### src/rtl/mc_control_fsm.sv
// Multicycle RISC-V control FSM (Moore), stretchable memory states.
// Optional LUI/AUIPC support via `define MC_CTRL_UPPER_IMM_EN.
module mc_control_fsm #(
   parameter int MEM_LAT = 0,
   parameter int ST_W    = 4
) (
   input  logic            clk,
   input  logic            rst_n,
   input  logic [6:0]      OP_Code,
   input  logic [2:0]      Funct3,
   input  logic            Zero,
   output logic            PCWrite,
   output logic            AdrSrc,
   output logic            MemWrite,
   output logic            IRWrite,
   output logic            RegWrite,
   output logic [1:0]      ResultSrc,
   output logic [1:0]      ALUSrcA,
   output logic [1:0]      ALUSrcB,
   output logic [1:0]      ALUOp,
   output logic [2:0]      ImmSrc,
   output logic            Illegal,
   output logic            InstrDone,
   output logic [ST_W-1:0] State
);

   typedef enum logic [3:0] {
      FETCH    = 4'd0,
      DECODE   = 4'd1,
      MEMADR   = 4'd2,
      MEMREAD  = 4'd3,
      MEMWB    = 4'd4,
      MEMWRITE = 4'd5,
      EXECR    = 4'd6,
      EXECI    = 4'd7,
      ALUWB    = 4'd8,
      BRANCH   = 4'd9,
      JAL      = 4'd10,
      JALR     = 4'd11,
`ifdef MC_CTRL_UPPER_IMM_EN
      LINK     = 4'd12,
      UPPER    = 4'd13
`else
      LINK     = 4'd12
`endif
   } state_t;

   state_t     state_q, state_d;
   logic [3:0] wait_q;
   logic       last;
   logic       pc_upd, br_take;
   logic       mem_wr, ir_wr, reg_wr, ill, done;

   assign last = (wait_q == 4'(MEM_LAT));

   always_ff @(posedge clk or negedge rst_n) begin
      if (!rst_n) begin
         state_q <= FETCH;
         wait_q  <= '0;
      end else begin
         state_q <= state_d;
         if (state_d != state_q) wait_q <= '0;
         else                    wait_q <= wait_q + 4'd1;
      end
   end

   always_comb begin
      state_d   = state_q;
      pc_upd    = 1'b0;
      mem_wr    = 1'b0;
      ir_wr     = 1'b0;
      reg_wr    = 1'b0;
      ill       = 1'b0;
      done      = 1'b0;
      AdrSrc    = 1'b0;
      ResultSrc = 2'b00;
      ALUSrcA   = 2'b00;
      ALUSrcB   = 2'b00;
      ALUOp     = 2'b00;
      case (state_q)
         FETCH: begin
            ALUSrcB   = 2'b10;
            ResultSrc = 2'b10;
            if (last) begin
               ir_wr   = 1'b1;
               pc_upd  = 1'b1;
               state_d = DECODE;
            end
         end
         DECODE: begin
            ALUSrcA = 2'b01;
            ALUSrcB = 2'b01;
            case (OP_Code)
               7'b0000011,
               7'b0100011: state_d = MEMADR;
               7'b0110011: state_d = EXECR;
               7'b0010011: state_d = EXECI;
               7'b1100011: state_d = BRANCH;
               7'b1101111: state_d = JAL;
               7'b1100111: state_d = JALR;
`ifdef MC_CTRL_UPPER_IMM_EN
               7'b0110111,
               7'b0010111: state_d = UPPER;
`endif
               default: begin
                  state_d = FETCH;
                  ill     = 1'b1;
                  done    = 1'b1;
               end
            endcase
         end
         MEMADR: begin
            ALUSrcA = 2'b10;
            ALUSrcB = 2'b01;
            state_d = (OP_Code == 7'b0000011) ? MEMREAD : MEMWRITE;
         end
         MEMREAD: begin
            AdrSrc = 1'b1;
            if (last) state_d = MEMWB;
         end
         MEMWB: begin
            ResultSrc = 2'b01;
            reg_wr    = 1'b1;
            done      = 1'b1;
            state_d   = FETCH;
         end
         MEMWRITE: begin
            AdrSrc = 1'b1;
            mem_wr = 1'b1;
            if (last) begin
               done    = 1'b1;
               state_d = FETCH;
            end
         end
         EXECR: begin
            ALUSrcA = 2'b10;
            ALUOp   = 2'b10;
            state_d = ALUWB;
         end
         EXECI: begin
            ALUSrcA = 2'b10;
            ALUSrcB = 2'b01;
            ALUOp   = 2'b10;
            state_d = ALUWB;
         end
         ALUWB: begin
            reg_wr  = 1'b1;
            done    = 1'b1;
            state_d = FETCH;
         end
         BRANCH: begin
            ALUSrcA = 2'b10;
            ALUOp   = 2'b01;
            done    = 1'b1;
            state_d = FETCH;
         end
         JAL: begin
            pc_upd  = 1'b1;
            ALUSrcA = 2'b01;
            ALUSrcB = 2'b10;
            state_d = ALUWB;
         end
         JALR: begin
            ALUSrcA   = 2'b10;
            ALUSrcB   = 2'b01;
            ResultSrc = 2'b10;
            pc_upd    = 1'b1;
            state_d   = LINK;
         end
         LINK: begin
            ALUSrcA = 2'b01;
            ALUSrcB = 2'b10;
            state_d = ALUWB;
         end
`ifdef MC_CTRL_UPPER_IMM_EN
         UPPER: begin
            ALUSrcA = (OP_Code == 7'b0110111) ? 2'b11 : 2'b01;
            ALUSrcB = 2'b01;
            state_d = ALUWB;
         end
`endif
         default: state_d = FETCH;
      endcase
   end

   always_comb begin
      ImmSrc = 3'b000;
      case (OP_Code)
         7'b0100011: ImmSrc = 3'b001;
         7'b1100011: ImmSrc = 3'b010;
         7'b1101111: ImmSrc = 3'b011;
`ifdef MC_CTRL_UPPER_IMM_EN
         7'b0110111,
         7'b0010111: ImmSrc = 3'b100;
`endif
         default:    ImmSrc = 3'b000;
      endcase
   end

   assign br_take = (state_q == BRANCH) &&
                    (((Funct3 == 3'b000) && Zero) ||
                     ((Funct3 == 3'b001) && !Zero));

   // Gate with rst_n so FETCH's last-cycle strobes stay low while held in reset
   assign PCWrite   = rst_n & (pc_upd | br_take);
   assign MemWrite  = rst_n & mem_wr;
   assign IRWrite   = rst_n & ir_wr;
   assign RegWrite  = rst_n & reg_wr;
   assign Illegal   = rst_n & ill;
   assign InstrDone = rst_n & done;

   always_comb begin
      State      = '0;
      State[3:0] = state_q;
   end

endmodule

### config.mk
export PLATFORM = sky130hd
export DESIGN_NAME = mc_control_fsm
export DESIGN_NICKNAME = d
export VERILOG_FILES = /design/src/rtl/mc_control_fsm.sv
export SDC_FILE = /design/constraint.sdc
export NUM_CORES = 1
export LEC_CHECK = 0
export CAP_MARGIN = 20
export CORE_ASPECT_RATIO = 1.5
export CORE_MARGIN = 2
export CORE_UTILIZATION = 40
export CTS_CLUSTER_SIZE = 12
export DETAILED_ROUTE_END_ITERATION = 7
export PLACE_DENSITY = 0.75
export SLEW_MARGIN = 25
export SYNTH_ARGS = -nofsm -noshare
export SYNTH_HDL_FRONTEND = slang
export SYNTH_SLANG_ARGS = --single-unit
### constraint.sdc
create_clock -name clk -period 1.9 [get_ports clk]
set_clock_uncertainty 0.1 [all_clocks]
set_input_delay 0.285 -clock clk [delete_from_list [all_inputs] [get_ports clk]]
set_output_delay 0.285 -clock clk [all_outputs]
set_load 0.005 [all_outputs]
==> out/results.txt, run 1 <==
slew margin rel. - 61.93%
CP endpoint kind - output port
failing checks - negative setup slack
full die area - 2845 um2
total congestion overflow - 0
die height - 64.34 um
syn avg cell area - 7.958 um2
largest net degree at the start of global routing - 17
Post-synth EDFFs - 0
commonest non-fill, non-tap cell in the layout - buf_4
IO buf count - 33
Die W - 44.23 um
core area - 2260 um2
vias in the first global route - 1488
peak supply drop - 0.0007783 V
Hold Buf Count CTS - 0
Layout Nets - 233
CTS tree - yes
first-pass GRT wire length - 7.107 mm
Critical Path Start - wait_q[0]$_DFF_PN0_
worst flop-to-flop path startpoint - wait_q[0]$_DFF_PN0_
gr usage total - 33.22%
Vias - 1607
crit path time final - 2376 ps
worst hold-check path type - in2async
Skew-Pair Late Insertion Delay - 300 ps
DP Wirelength - 2.735 mm
WL/cell - 25.56 um
reg2reg setup slack - -400 ps
Static Leak - 0.8929 nW
CP Max Fanout - 3
commonest non-fill, non-tap cells in the layout - buf_4, buf_6, inv_1, buf_2
pwr/cell area - 884.9 nW/um2
root buffer cell - clkbuf_4
DR pass1 iterations - 4
Achievable Freq - 420.8 MHz
fin cells - 239
Max-cap violations - 0
Netlist cell types - 52
worst setup path category - reg2out
H-tree Lvls - 1
dpl cells - 213
FF-to-FF End - wait_q[0]$_DFF_PN0_
Netlist Area Pre-Place - 970.9 um2
unrepaired setup endpoints after global routing - true
status - finished with violations
vias per inst - 6.724
Area Growth Syn to Fin - 110.7%
worst-path cell chain - inv_1 > ha_2 > or3b_4 > buf_4 > buf_6 > nor3_2 > buf_2
number of fill cells in the layout - 104
Req. time, crit path - 1510 ps
critical path endpoint - IRWrite
Synth Register Bits - 8
fin worst setup slack - -476.4 ps
setup TNS - -4064 ps
worst hold slack - 199.8 ps
CTS Sinks - 8
Slew Viols, Final - 0
Final Setup Violations - 21
Critical-path top delay cell - or3b_4
Final Hold Viols - 0
Starting Density - 42.97%
CP Data Arrival Time - 1990 ps
Routability Congestion - 0.9297
CP Launch Type - register
worst slew pin tran - 569.8 ps
post-layout util - 90.53%
Top-Level Pins - 35
layout cell share with drive strength beyond 1 - 56.02%
YS warnings - 0
initial antenna violation count - 0
Max clock buf depth - 2
CTS clk-pin slew, worst paths - 80 ps
Post-synth top flop - dfrtp_1
net count after synthesis - 137
period utilisation layout - 125.1%
final wirelength - 6.110 mm
antenna cell count - 0
# DRC - 0
Async S/R FF share, synth - 100.0%
Max stage delay on crit path - 430 ps
CTS buffer count - 3
Cells after Synth - 122
R2R depth - 8
Site Rows - 21
ANT nets after route - 0
DRT iter0 DRCs - 126
worst slack at placement - -667.3 ps
sequential share of the synthesized area - 20.62%
## cell families (layout without fill, tap and decap cells)
| group | after synthesis | in the layout | synth area share [%] |
|---|---|---|---|
| flops | 8 | 8 | 20.62 |
| mux | 1 | 1 | 1.031 |
| fa+ha+maj | 2 | 2 | 2.577 |
| simple gates | 50 | 50 | 30.54 |
| xor+xnor | 5 | 5 | 4.511 |
| buf+inv | 18 | 112 | 7.732 |
| other cells | 1 | 1 | 0.3862 |
| compound gates | 37 | 37 | 32.60 |
## stage by stage
step           area [um2]  power [mW]
2_1_floorplan       983.4      0.6482
4_1_cts              1871       1.451
6_report             2046       1.810
3_5_place_dp         1628       1.141
5_1_grt              2046       1.858
3_3_place_gp         1628       1.113
## worst min path at each step
stage | from | to | slack (ps) | cells after the start
6_report | rst_n | State[0]$_DFF_PN0_ | 200 | 2
4_1_cts | rst_n | State[3]$_DFF_PN0_ | 220 | 2
2_1_floorplan | rst_n | State[0]$_DFF_PN0_ | -110 | 0
3_5_place_dp | wait_q[0]$_DFF_PN0_ | wait_q[0]$_DFF_PN0_ | 450 | 2
5_1_grt | rst_n | State[0]$_DFF_PN0_ | 210 | 2
3_3_place_gp | wait_q[0]$_DFF_PN0_ | wait_q[0]$_DFF_PN0_ | 430 | 2
## synth_stat cells, types with 3 or more instances
library cell  number  area share (%)
nor3_1             4             2.1
nand3_1            3             1.5
a2111oi_1          3             3.1
or3_1              4             2.6
dfrtp_1            8              21
o21ai_0            4             2.1
nand2b_1           5             3.2
or2_1              3             1.9
xnor2_1            3             2.7
nand2_1            7             2.7
a21oi_1            7             3.6
inv_1             10             3.9
nor2b_1            3             1.9
clkbuf_1           5             1.9
nor2_1             7             2.7
## metal layers
layer	global-route usage, %	up-vias	routed length, um
met5	0	-	0
li1	-	655	-
met2	57.72	122	3067
met3	4.520	44	445
met4	20.45	0	457
met1	36.17	786	2140
## layout make-up
type                       count  area (um2)  share of cell area [%]
multi-input combinational     96       945.9                   46.24
timing repair buffer          99       810.8                   39.63
sequential                     8       200.2                   9.786
inverter                      10       37.54                   1.835
tap                           23       28.78                   1.407
clock buffer                   3       22.52                   1.101
## critical path: cells and delay by family, from the launching register on
family	cells	cell delay (ps)
flip-flops	1	410
buffers and inverters	4	520
AND/OR/NAND/NOR	2	580
adder cells (fa/ha/maj)	1	190
## registers in the layout, indices dropped and copies added (netlist names)
signal  count
wait_q      4
State       4
## power breakdown
part / leakage (nW) / internal [mW] / total [mW] / switching [mW]
sequential: 0.109 / 0.193 / 0.216 / 0.0235
clock: 0.0138 / 0.0741 / 0.168 / 0.0942
combinational: 0.770 / 0.707 / 1.43 / 0.719
## repair_timing
| action | 4_1_cts | 5_1_grt |
|---|---|---|
| pin swaps | 21 | 14 |
| gates resized for setup | 91 | 34 |
| endpoints found under the hold margin | 0 | 0 |
| buffers inserted | 17 | 11 |
| setup endpoints to repair | 22 | 17 |
Note: power is estimated with default switching activity, not from simulation.
==> inputs of run 2 (changes only) <==
--- a/config.mk
+++ b/config.mk
@@ -5,7 +5,7 @@
 export SDC_FILE = /design/constraint.sdc
 export NUM_CORES = 1
 export LEC_CHECK = 0
-export CAP_MARGIN = 20
+export CAP_MARGIN = 40
 export CORE_ASPECT_RATIO = 1.5
 export CORE_MARGIN = 2
 export CORE_UTILIZATION = 40
==> results of run 2 <==
The final DEF is identical to that of run 1; final timing and power are the same.
